$ cat src/rtl/comm_pkg.sv
// comm_pkg: command/response byte codes and controller state encoding for comm_ctrl.
// COMM_CHECKSUM_EN appends an XOR checksum byte before 'E' on r/w transfers.
package comm_pkg;
    localparam logic [7:0] CMD_PING  = 8'h70;  // 'p'
    localparam logic [7:0] CMD_EXEC  = 8'h78;  // 'x'
    localparam logic [7:0] CMD_STAT  = 8'h73;  // 's'
    localparam logic [7:0] CMD_READ  = 8'h72;  // 'r'
    localparam logic [7:0] CMD_WRITE = 8'h77;  // 'w'
    localparam logic [7:0] RSP_PING  = 8'h50;  // 'P'
    localparam logic [7:0] RSP_EXEC  = 8'h58;  // 'X'
    localparam logic [7:0] RSP_READ  = 8'h52;  // 'R'
    localparam logic [7:0] RSP_WRITE = 8'h57;  // 'W'
    localparam logic [7:0] RSP_ACK   = 8'h2B;  // '+'
    localparam logic [7:0] RSP_NAK   = 8'h2D;  // '-'
    localparam logic [7:0] RSP_UNK   = 8'h3F;  // '?'
    localparam logic [7:0] RSP_END   = 8'h45;  // 'E'
`ifdef COMM_CHECKSUM_EN
    localparam bit CSUM_EN = 1'b1;
`else
    localparam bit CSUM_EN = 1'b0;
`endif
    typedef enum logic [2:0] {
        ST_IDLE, ST_RD_REQ, ST_RD_WAIT, ST_RD_SEND, ST_WR, ST_WR_MEM, ST_CSUM, ST_END
    } state_e;
endpackage

$ cat src/rtl/comm_rx_hold.sv
// comm_rx_hold: single-byte receive holding register with sticky overrun flag.
module comm_rx_hold (
    input  logic       clk,
    input  logic       rst_n,
    input  logic       rx_valid_i,
    input  logic [7:0] rx_data_i,
    input  logic       pop_i,
    input  logic       clr_ovr_i,
    output logic       full_o,
    output logic [7:0] data_o,
    output logic       overrun_o
);
    logic       full_q;
    logic [7:0] data_q;
    logic       ovr_q;
    always_ff @(posedge clk or negedge rst_n) begin
        if (!rst_n) begin
            full_q <= 1'b0;
            data_q <= '0;
            ovr_q  <= 1'b0;
        end else begin
            if (rx_valid_i && !full_q) begin
                full_q <= 1'b1;
                data_q <= rx_data_i;
            end else if (pop_i) begin
                full_q <= 1'b0;
            end
            // a byte arriving while full is lost even if the hold is popped this cycle
            ovr_q <= (rx_valid_i && full_q) || (ovr_q && !clr_ovr_i);
        end
    end
    assign full_o    = full_q;
    assign data_o    = data_q;
    assign overrun_o = ovr_q;
endmodule

$ cat src/rtl/comm_ctrl.sv
// comm_ctrl: UART command controller (ping/exec/status/memory read & write streaming).
// Optional COMM_CHECKSUM_EN: XOR checksum byte precedes 'E' on r/w transfers.
module comm_ctrl
    import comm_pkg::*;
#(
    parameter int DATA_W    = 16,
    parameter int ADDR_W    = 16,
    parameter int MEM_WORDS = 32
) (
    input  logic              clk,
    input  logic              rst_n,
    input  logic              rx_valid,
    input  logic [7:0]        rx_data,
    output logic              tx_valid,
    output logic [7:0]        tx_data,
    input  logic              tx_ready,
    output logic              mem_req,
    output logic              mem_we,
    output logic [ADDR_W-1:0] mem_addr,
    output logic [DATA_W-1:0] mem_wdata,
    input  logic [DATA_W-1:0] mem_rdata,
    output logic              exec_start,
    input  logic              cpu_running,
    output logic              rx_overrun
);
    localparam int BPW = DATA_W / 8;
    localparam int BCW = $clog2(BPW) + 1;
    state_e              state_q;
    logic                tx_valid_q, mem_req_q, mem_we_q, exec_q;
    logic [7:0]          tx_data_q, csum_q;
    logic [ADDR_W-1:0]   mem_addr_q;
    logic [DATA_W-1:0]   mem_wdata_q, word_q, shifted;
    logic [ADDR_W:0]     word_cnt_q;
    logic [BCW-1:0]      byte_cnt_q;
    logic                hold_full, take, last_word, last_byte;
    logic [7:0]          hold_data;
    state_e              after_last;
    // a byte is only consumed when its response can be loaded immediately
    assign take       = hold_full && !tx_valid_q && (state_q == ST_IDLE || state_q == ST_WR);
    assign last_word  = word_cnt_q == (ADDR_W+1)'(MEM_WORDS - 1);
    assign last_byte  = byte_cnt_q == BCW'(BPW - 1);
    assign shifted    = DATA_W'({word_q, hold_data});
    assign after_last = CSUM_EN ? ST_CSUM : ST_END;
    comm_rx_hold u_hold (
        .clk       (clk),
        .rst_n     (rst_n),
        .rx_valid_i(rx_valid),
        .rx_data_i (rx_data),
        .pop_i     (take),
        .clr_ovr_i (take && state_q == ST_IDLE && hold_data == CMD_PING),
        .full_o    (hold_full),
        .data_o    (hold_data),
        .overrun_o (rx_overrun)
    );
    always_ff @(posedge clk or negedge rst_n) begin
        if (!rst_n) begin
            state_q     <= ST_IDLE;
            tx_valid_q  <= 1'b0;
            tx_data_q   <= '0;
            mem_req_q   <= 1'b0;
            mem_we_q    <= 1'b0;
            mem_addr_q  <= '0;
            mem_wdata_q <= '0;
            exec_q      <= 1'b0;
            word_cnt_q  <= '0;
            byte_cnt_q  <= '0;
            word_q      <= '0;
            csum_q      <= '0;
        end else begin
            mem_req_q   <= 1'b0;
            mem_we_q    <= 1'b0;
            mem_addr_q  <= '0;
            mem_wdata_q <= '0;
            exec_q      <= 1'b0;
            if (tx_valid_q && tx_ready) tx_valid_q <= 1'b0;
            case (state_q)
                ST_IDLE: if (take) begin
                    tx_valid_q <= 1'b1;
                    word_cnt_q <= '0;
                    byte_cnt_q <= '0;
                    csum_q     <= '0;
                    case (hold_data)
                        CMD_PING: tx_data_q <= RSP_PING;
                        CMD_EXEC: begin
                            tx_data_q <= RSP_EXEC;
                            exec_q    <= 1'b1;
                        end
                        CMD_STAT: tx_data_q <= cpu_running ? RSP_ACK : RSP_NAK;
                        CMD_READ: begin
                            tx_data_q <= RSP_READ;
                            mem_req_q <= 1'b1;
                            state_q   <= ST_RD_REQ;
                        end
                        CMD_WRITE: begin
                            tx_data_q <= RSP_WRITE;
                            state_q   <= ST_WR;
                        end
                        default: tx_data_q <= RSP_UNK;
                    endcase
                end
                ST_RD_REQ: state_q <= ST_RD_WAIT;
                ST_RD_WAIT: begin
                    word_q  <= mem_rdata;
                    state_q <= ST_RD_SEND;
                end
                ST_RD_SEND: if (!tx_valid_q) begin
                    tx_valid_q <= 1'b1;
                    tx_data_q  <= word_q[DATA_W-1 -: 8];
                    csum_q     <= csum_q ^ word_q[DATA_W-1 -: 8];
                    word_q     <= word_q << 8;
                    byte_cnt_q <= last_byte ? '0 : byte_cnt_q + 1'b1;
                    if (last_byte && last_word) begin
                        state_q <= after_last;
                    end else if (last_byte) begin
                        word_cnt_q <= word_cnt_q + 1'b1;
                        mem_req_q  <= 1'b1;
                        mem_addr_q <= ADDR_W'(word_cnt_q + 1'b1);
                        state_q    <= ST_RD_REQ;
                    end
                end
                ST_WR: if (take) begin
                    word_q <= shifted;
                    csum_q <= csum_q ^ hold_data;
                    if (last_byte) begin
                        byte_cnt_q  <= '0;
                        mem_req_q   <= 1'b1;
                        mem_we_q    <= 1'b1;
                        mem_addr_q  <= word_cnt_q[ADDR_W-1:0];
                        mem_wdata_q <= shifted;
                        state_q     <= ST_WR_MEM;
                    end else begin
                        byte_cnt_q <= byte_cnt_q + 1'b1;
                        tx_valid_q <= 1'b1;
                        tx_data_q  <= RSP_ACK;
                    end
                end
                ST_WR_MEM: begin
                    tx_valid_q <= 1'b1;
                    tx_data_q  <= RSP_NAK;
                    word_cnt_q <= word_cnt_q + 1'b1;
                    state_q    <= last_word ? after_last : ST_WR;
                end
                ST_CSUM: if (!tx_valid_q) begin
                    tx_valid_q <= 1'b1;
                    tx_data_q  <= csum_q;
                    state_q    <= ST_END;
                end
                ST_END: if (!tx_valid_q) begin
                    tx_valid_q <= 1'b1;
                    tx_data_q  <= RSP_END;
                    state_q    <= ST_IDLE;
                end
                default: state_q <= ST_IDLE;
            endcase
        end
    end
    assign tx_valid   = tx_valid_q;
    assign tx_data    = tx_data_q;
    assign mem_req    = mem_req_q;
    assign mem_we     = mem_we_q;
    assign mem_addr   = mem_addr_q;
    assign mem_wdata  = mem_wdata_q;
    assign exec_start = exec_q;
endmodule

$ cat config.mk
export PLATFORM = sky130hd
export DESIGN_NAME = comm_ctrl
export DESIGN_NICKNAME = d
export VERILOG_FILES = /design/src/rtl/comm_pkg.sv /design/src/rtl/comm_rx_hold.sv /design/src/rtl/comm_ctrl.sv
export SDC_FILE = /design/constraint.sdc
export NUM_CORES = 1
export LEC_CHECK = 0
export CORE_MARGIN = 10
export CORE_UTILIZATION = 45
export CTS_CLUSTER_DIAMETER = 120
export DETAILED_ROUTE_END_ITERATION = 8
export PLACE_DENSITY = 0.76
export SYNTH_ARGS = -nofsm -noshare
export SYNTH_HDL_FRONTEND = slang
export SYNTH_HIERARCHICAL = 1
export SYNTH_SLANG_ARGS = --single-unit
export TNS_END_PERCENT = 10
$ cat constraint.sdc
create_clock -name clk -period 2.22 [get_ports clk]
set_input_delay 0.555 -clock clk [delete_from_list [all_inputs] [get_ports clk]]
set_output_delay 0.555 -clock clk [all_outputs]
set_load 0.05 [all_outputs]
==> results by group, run 1 <==
Layout
  – Nets: 625
  – Share of cells above drive strength 1: 12.3%
  – Antenna cells: 0
  – Filler cells: 938
  – Design area: 6170 µm²
  – Area Growth Syn to Fin: 23.5%

CTS
  – CTS tree: done
  – Clock Sinks: 100
  – Clock latency on the worst-skew pair: 0.38 ns
  – Setup Buffers After CTS: 0
  – Total CTS buffers: 9
  – CTS clk-pin slew, worst paths: 0.11 ns
  – H-Tree Depth: 3
  – Clock Tree Buf Depth: 2
  – CTS root buffer: clkbuf_8

GRT
  – Vias in the first global route: 4429
  – Pin count of the biggest net entering global routing: 48
  – First-pass GRT wire length: 21900 µm
  – Initial antenna violation count: 0
  – Total GRT Usage: 16.6%
  – Overflow after GRT: 0

Yosys
  – Share of the synthesized area in the top cell type: 50.1%
  – Synth area leaders: dfrtp_1, nand2_1, o21ai_0
  – Cell variety after synth: 55
  – Cell area after synthesis: 5000 µm²
  – Mapped Cells: 518
  – Asr flop ratio synth: 100%
  – Cell taking the most area after synthesis: dfrtp_1
  – XOR/XNOR Fraction of Synth Area: 1.93%
  – #FFs+latches synth: 100
  – Post-synth EDFFs: 0
  – Mapped Nets: 548
  – Sequential area share after synthesis: 50.1%
  – Synth warn: 6
  – Mapped Avg Cell Area: 9.64 µm²
  – Adder-cell share of the synthesized area: 0.250%
  – Synth Flop Type: dfrtp_1
  – Post-synth top cells: dfrtp_1, nand2_1, o21ai_0
  – Most common cell in the netlist: dfrtp_1
  – Synth Area in Compound Gates: 19.6%
  – Post-synthesis mux area share: 5.53%
  – Simple-Gate Fraction of Synth Area: 17.8%
  – Largest family of logic cells by synthesized area: compound AO/OA/AOI/OAI gates

Worst setup path
  – CP top delay family: buffers and inverters
  – Worst path cell trace: clkdlybuf4s50_1
  – Worst Path Buf+Inv: 1
  – Arrival @ worst endpoint: 1.57 ns
  – Startpoint types: flip-flop
  – Crit-path max cell delay: 0.82 ns
  – Worst Path Max Fanout: 2
  – CP Class: flip-flop to output pin
  – Crit end category: output pin
  – CP Data Required Time: 1.66 ns
  – CP max-delay cell: clkdlybuf4s50_1

Placement
  – Placed Area: 5950 µm²
  – IO buf count: 73
  – GP Congestion: 0.919
  – DP HPWL: 9240 µm

STA
  – Hold Vio Cnt, Final: 0
  – Setup violations, final: 0
  – Fmax: 0.470 GHz
  – RSZ-0062 raised after global routing: false
  – Worst clock skew: 0.0134 ns
  – Tmin final: 2.13 ns
  – TNS Setup: 0 ns
  – Max-slew headroom: 55.2%
  – Least-Margin Pin Slew: 0.672 ns
  – Final period utilization: 95.9%
  – Max Transition Viols Final: 0

Floorplanning
  – DIE WIDTH: 125 µm
  – Starting Density: 46.1%
  – Core Region: 10800 µm²
  – Die footprint: 15700 µm²
  – Io pins: 74
  – Die Ht: 125 µm
  – Rows: 38

Detailed routing
  – Initial drt markers: 477
  – Routed WL per cell: 17.6 µm
  – Vias: 4272
  – Routed WL: 13000 µm
  – First-pass detailed-route iteration total: 5
  – Drt drc: 0
  – Final ANT Viol Nets: 0
  – Vias per cell: 5.77

Power and ir drop
  – Leakage: 2.64 nW
  – P_sw: 3.19 mW
  – Gate power share: 46.6%
  – Sequential share of power: 36.4%
  – Int Pwr: 4.14 mW
  – Sw Share: 43.5%
  – Power Dens Cells: 1190 nW/µm²
  – Maximum vdd drop: 0.745 mV
  – Share of total power in the clock network: 16.9%

Status
  – Status: completed

Min path
  – Hold WC Path Type: primary input to async pin

Run
  – Maxcap violations: 0
[registers in the layout, summed over array words and instances, names as in the netlist]
signal / flops
tx_data: 8
byte_cnt_q: 2
word_cnt_q: 17
word_q: 16
exec_start: 1
mem_wdata: 16
mem_req: 1
csum_q: 8
state_q: 3
mem_addr: 16
u_hold/full_o: 1
tx_valid: 1
mem_we: 1
u_hold/data_o: 8
u_hold/overrun_o: 1
[worst paths after layout]
check | start | end | slack, ns | cells after the start
setup / recovery | tx_data[0] | tx_data[0] | 0.09 | 1
max in group asynchronous | rst_n | u_hold/data_o[1] | 1.45 | 2
hold / removal | rst_n | mem_addr[11] | 0.14 | 1
hold reg to reg | word_q[1] | mem_wdata[9] | 0.51 | 1
setup reg to reg | state_q[1] | word_q[1] | 0.17 | 5
min in group clk | word_q[1] | mem_wdata[9] | 0.51 | 1
[per-layer routing]
metal | vias to the layer above | global-route usage [%] | share of wire [%] | wire, µm
met3 | 34 | 5.07 | 7.1 | 928
li1 | 2008 | - | - | -
met2 | 170 | 27.5 | 50 | 6480
met4 | 0 | 6.71 | 2.3 | 306
met5 | - | 0 | 0 | 0
met1 | 2060 | 19.6 | 41 | 5330
[power by group through the flow]
stage                     clock, mW  combinational (mW)  sequential (mW)
after floorplan                   0                2.23             2.84
after global placement            0                3.26             2.67
after detailed placement          0                3.36             2.69
after CTS                      1.28                3.39             2.66
after global routing           1.36                3.77             2.73
final                          1.24                3.42             2.67
[area by class of cell]
class                           count  area, µm²  share of cell area, %
Clock buffer                        9        124                   2.01
Clock inverter                      7       83.8                   1.36
Inverter                           12       45.0                  0.730
Multi-Input combinational cell    368       2270                   36.8
Sequential cell                   100       2500                   40.5
Tap cell                          140        175                   2.84
Timing Repair Buffer              104        971                   15.7
[cells by family (layout without fill, tap and decap cells)]
kind of cell	count (synthesis)	after routing
simple gates	179	179
compound gates	154	154
flops	100	100
xor+xnor	11	11
buf+inv	50	132
fa+ha+maj	1	1
mux	23	23
[layout by cell type, fill, tap and decap left out, types with 3 or more instances in the layout]
cell | synthesis | routed
clkbuf_8 | 0 | 9
o21ai_0 | 40 | 40
a31oi_1 | 18 | 18
o31ai_1 | 26 | 26
nor3_1 | 4 | 3
nor4_1 | 5 | 4
xnor2_1 | 10 | 10
a21o_1 | 3 | 3
nor2_1 | 33 | 33
nand2_1 | 61 | 61
dfrtp_1 | 100 | 100
mux2_2 | 5 | 5
clkdlybuf4s50_1 | 0 | 71
o31a_1 | 3 | 3
buf_4 | 3 | 32
nand3_1 | 20 | 20
nand2b_1 | 4 | 4
and3_1 | 5 | 5
o41ai_1 | 4 | 4
nand3b_1 | 3 | 3
nand4_1 | 3 | 3
a21oi_1 | 32 | 32
or3_1 | 4 | 3
and2_1 | 17 | 17
a22oi_1 | 3 | 3
nor2b_1 | 9 | 9
nor3_2 | 2 | 3
inv_1 | 12 | 12
mux2i_1 | 10 | 10
a21boi_0 | 8 | 8
a41oi_1 | 3 | 3
mux2_4 | 8 | 8
[timing repair]
| action | in CTS | in global routing |
|---|---|---|
| endpoints found under the setup margin | 0 | 19 |
| resized for setup | 0 | 2 |
| hold buffers | 0 | 0 |
[stage by stage]
step / power, mW / utilization, % / hold WS (ns) / instances / setup WS (ns)
after CTS: 7.33 / 56.8 / 0.139 / 740 / 0.0519
final: 7.33 / 56.9 / 0.135 / 740 / 0.0913
after global placement: 5.93 / 54.9 / 0.484 / 724 / 0.184
after detailed placement: 6.05 / 54.9 / 0.488 / 724 / 0.0855
after floorplan: 5.07 / - / 0.259 / 518 / 0.235
after global routing: 7.85 / 56.9 / 0.152 / 740 / 0.0000395
Power figures use the tool's default switching activity.
==> inputs of run 2 (changes only) <==
PLACE_DENSITY = 0.78   (was 0.76)
clock period = 1.85 ns   (was 2.22 ns; I/O delays follow)
==> run 2 against run 1 <==
  * The flow now finishes with violations (negative setup slack)
  * Utilization grew 4.2 points
  * Clock skew rose by 0.0029 ns
  * Sequential power up 16%
  * Via count up 6.0%
  * Sequential share of layout area is 2.8 points lower
  * Critical path type is now flip-flop to flip-flop
  * Die area did not move
  * Non-clock buffer count is 45 higher
==> results by group, run 2 (synthesis gave the netlist of run 1 again) <==
Layout
  – Filler cells: 918 (-2.1%)
  – Commonest non-fill, non-tap cell in the layout: buf_4
  – Antenna cells: 0 (unchanged)
  – Max reg flops: 17 (unchanged)
  – Non-Filler Instances: 785 (+6.1%)
  – Area Growth Syn to Fin: 32.7%
  – FF+latch area: 2500 µm² (about the same)
  – Top reg by flops: word_cnt_q
  – Commonest non-fill, non-tap cells in the layout: buf_4, dfrtp_1, nand2_1
  – Share of cells above drive strength 1: 29.3% (+17 points)
  – Area occupied by multi-input gates: 2450 µm² (+7.9%)
  – Nets: 670 (+7.2%)

Worst setup path
  – R2R Setup Slk: -0.02 ns (-0.19 ns)
  – Reg2reg end: tx_data[1]
  – CP Data Required Time: 2.11 ns (+0.45 ns)
  – CP Class: flip-flop to flip-flop
  – Crit end category: flip-flop
  – Worst r2r src: tx_valid
  – Worst Path Max Fanout: 9 (+7)
  – Worst r2r path cells: 5 (unchanged)
  – Startpoint types: flip-flop
  – Arrival @ worst endpoint: 2.12 ns (+0.55 ns)

Placement
  – GP Congestion: 0.920 (about the same)
  – DP HPWL: 10100 µm (+9.3%)
  – Placed instance count: 764 (+5.5%)
  – Worst slack at placement: -0.0391 ns (-0.125 ns)
  – IO buf count: 73 (unchanged)

GRT
  – Vias in the first global route: 4493 (+1.4%)
  – Overflow after GRT: 0 (unchanged)
  – Total GRT Usage: 17.1% (+0.53 points)
  – Initial antenna violation count: 0 (unchanged)
  – First-pass GRT wire length: 22600 µm (+3.2%)
  – Pin count of the biggest net entering global routing: 33 (-31%)

Detailed routing
  – Initial drt markers: 473 (-0.84%)
  – Vias: 4527 (+6.0%)
  – Routed WL per cell: 17.5 µm (-0.42%)
  – Vias per cell: 5.77 (-0.11%)
  – First-pass detailed-route iteration total: 5 (unchanged)
  – Drt drc: 0 (unchanged)
  – Final ANT Viol Nets: 0 (unchanged)
  – Routed WL: 13800 µm (+5.6%)

Floorplanning
  – Die Ht: 125 µm (unchanged)
  – Die footprint: 15700 µm² (unchanged)
  – Io pins: 74 (unchanged)
  – Rows: 38 (unchanged)
  – Starting Density: 46.1% (unchanged)
  – DIE WIDTH: 125 µm (unchanged)
  – Core Region: 10800 µm² (unchanged)

Power and ir drop
  – Share of total power in the clock network: 14.6% (-2.3 points)
  – Sw Share: 43.3% (-0.21 points)
  – Gate power share: 52.6% (+6.0 points)
  – Maximum vdd drop: 0.738 mV (-0.88%)
  – Leakage: 3.03 nW (+15%)
  – Sequential share of power: 32.8% (-3.6 points)
  – Power Dens Cells: 1430 nW/µm² (+21%)
  – Int Pwr: 5.39 mW (+30%)
  – P_sw: 4.11 mW (+29%)

Status
  – Status: finished with violations
  – Failing checks: negative setup slack

STA
  – Fmax: 0.536 GHz
  – Max-slew headroom: 68.6% (+13 points)
  – Hold Vio Cnt, Final: 0 (unchanged)
  – Least-Margin Pin Slew: 0.471 ns (-0.200 ns)
  – Final period utilization: 101%
  – Tmin final: 1.87 ns
  – Worst clock skew: 0.0163 ns (+0.00288 ns)
  – Setup violations, final: 4 (+4)
  – Max Transition Viols Final: 0 (unchanged)
  – Setup ws final: -0.0164 ns (-0.108 ns)
  – RSZ-0062 raised after global routing: true

Run
  – Maxcap violations: 0 (unchanged)

CTS
  – CTS tree: done
  – H-Tree Depth: 3 (unchanged)
  – Total CTS buffers: 9 (unchanged)
  – Clock latency on the worst-skew pair: 0.38 ns (about the same)
  – Clock Sinks: 100 (unchanged)
  – Clock Tree Buf Depth: 2 (unchanged)
  – CTS clk-pin slew, worst paths: 0.11 ns (about the same)
  – CTS root buffer: clkbuf_8

Min path
  – Hold WC Path Type: primary input to async pin
-- run 2: changes by cell type in the layout (fill, tap and decap cells not counted), sizes merged --
cell / delta
buf: +89
clkdlybuf4s50: -44
bufinv: -1
clkinv: -1
clkinvlp: +1
inv: +1
-- run 2: power by group through the flow --
stage | logic [mW] | registers, mW | clock network, mW
floorplan | 2.73 | 3.41 | 0
global placement | 4.50 | 3.13 | 0
detailed placement | 4.66 | 3.16 | 0
CTS | 4.72 | 3.12 | 1.42
finish | 5.00 | 3.11 | 1.39
global route | 5.44 | 3.18 | 1.52
-- run 2: what timing repair did --
| action | 4_1_cts | 5_1_grt |
|---|---|---|
| gates resized for setup | 8 | 34 |
| hold buffers | 0 | 0 |
| endpoints found under the setup margin | 13 | 75 |
| hold endpoints to repair | 0 | 0 |
| pin swaps | 0 | 3 |
| buffers inserted | 0 | 5 |
-- run 2: cell type report --
class | instances | share of cell area, %
clock buffer | 9 | 1.87
clock inverter | 7 | 1.02
inverter | 12 | 0.679
multi-input combinational | 368 | 37.0
sequential | 100 | 37.8
tap | 140 | 2.64
timing repair buffer | 149 | 19.1
-- run 2: layer usage --
metal	track usage (%)	vias to the layer above	wire length (µm)
met3	3.97	25	899
met5	0	-	0
met2	30.0	183	7180
met1	20.3	2221	5460
li1	-	2098	-
met4	5.08	0	234
-- run 2: worst max-delay path: stages (launching register included) --
cell,delay [ns]
dfrtp_2,0.50
nor2b_1,0.35
a211oi_2,0.12
buf_4,0.19
nor2_4,0.22
mux2_2,0.37
-- run 2: metrics by stage --
step                setup TNS [ns]  utilization, %  hold slack (ns)  instance area, µm²  power (mW)
floorplan                   -0.301               -            0.167                5020        6.14
global route                 -1.17            61.2           0.0398                6630        10.1
finish                     -0.0406            61.2           0.0326                6630        9.50
detailed placement          -0.113            57.4            0.450                6220        7.81
CTS                        -0.0623            59.6           0.0239                6460        9.26
global placement                 0            57.4            0.440                6220        7.64
-- run 2: how the worst max path moves through the flow --
stage	endpoint	start	slack [ns]
detailed placement	word_cnt_q[9]	state_q[0]	-0.04
global route	word_cnt_q[13]	word_cnt_q[5]	-0.08
global placement	word_cnt_q[16]	state_q[0]	0.005
floorplan	word_cnt_q[1]	word_cnt_q[0]	-0.03
finish	tx_data[1]	tx_valid	-0.02
CTS	word_cnt_q[16]	state_q[0]	-0.05
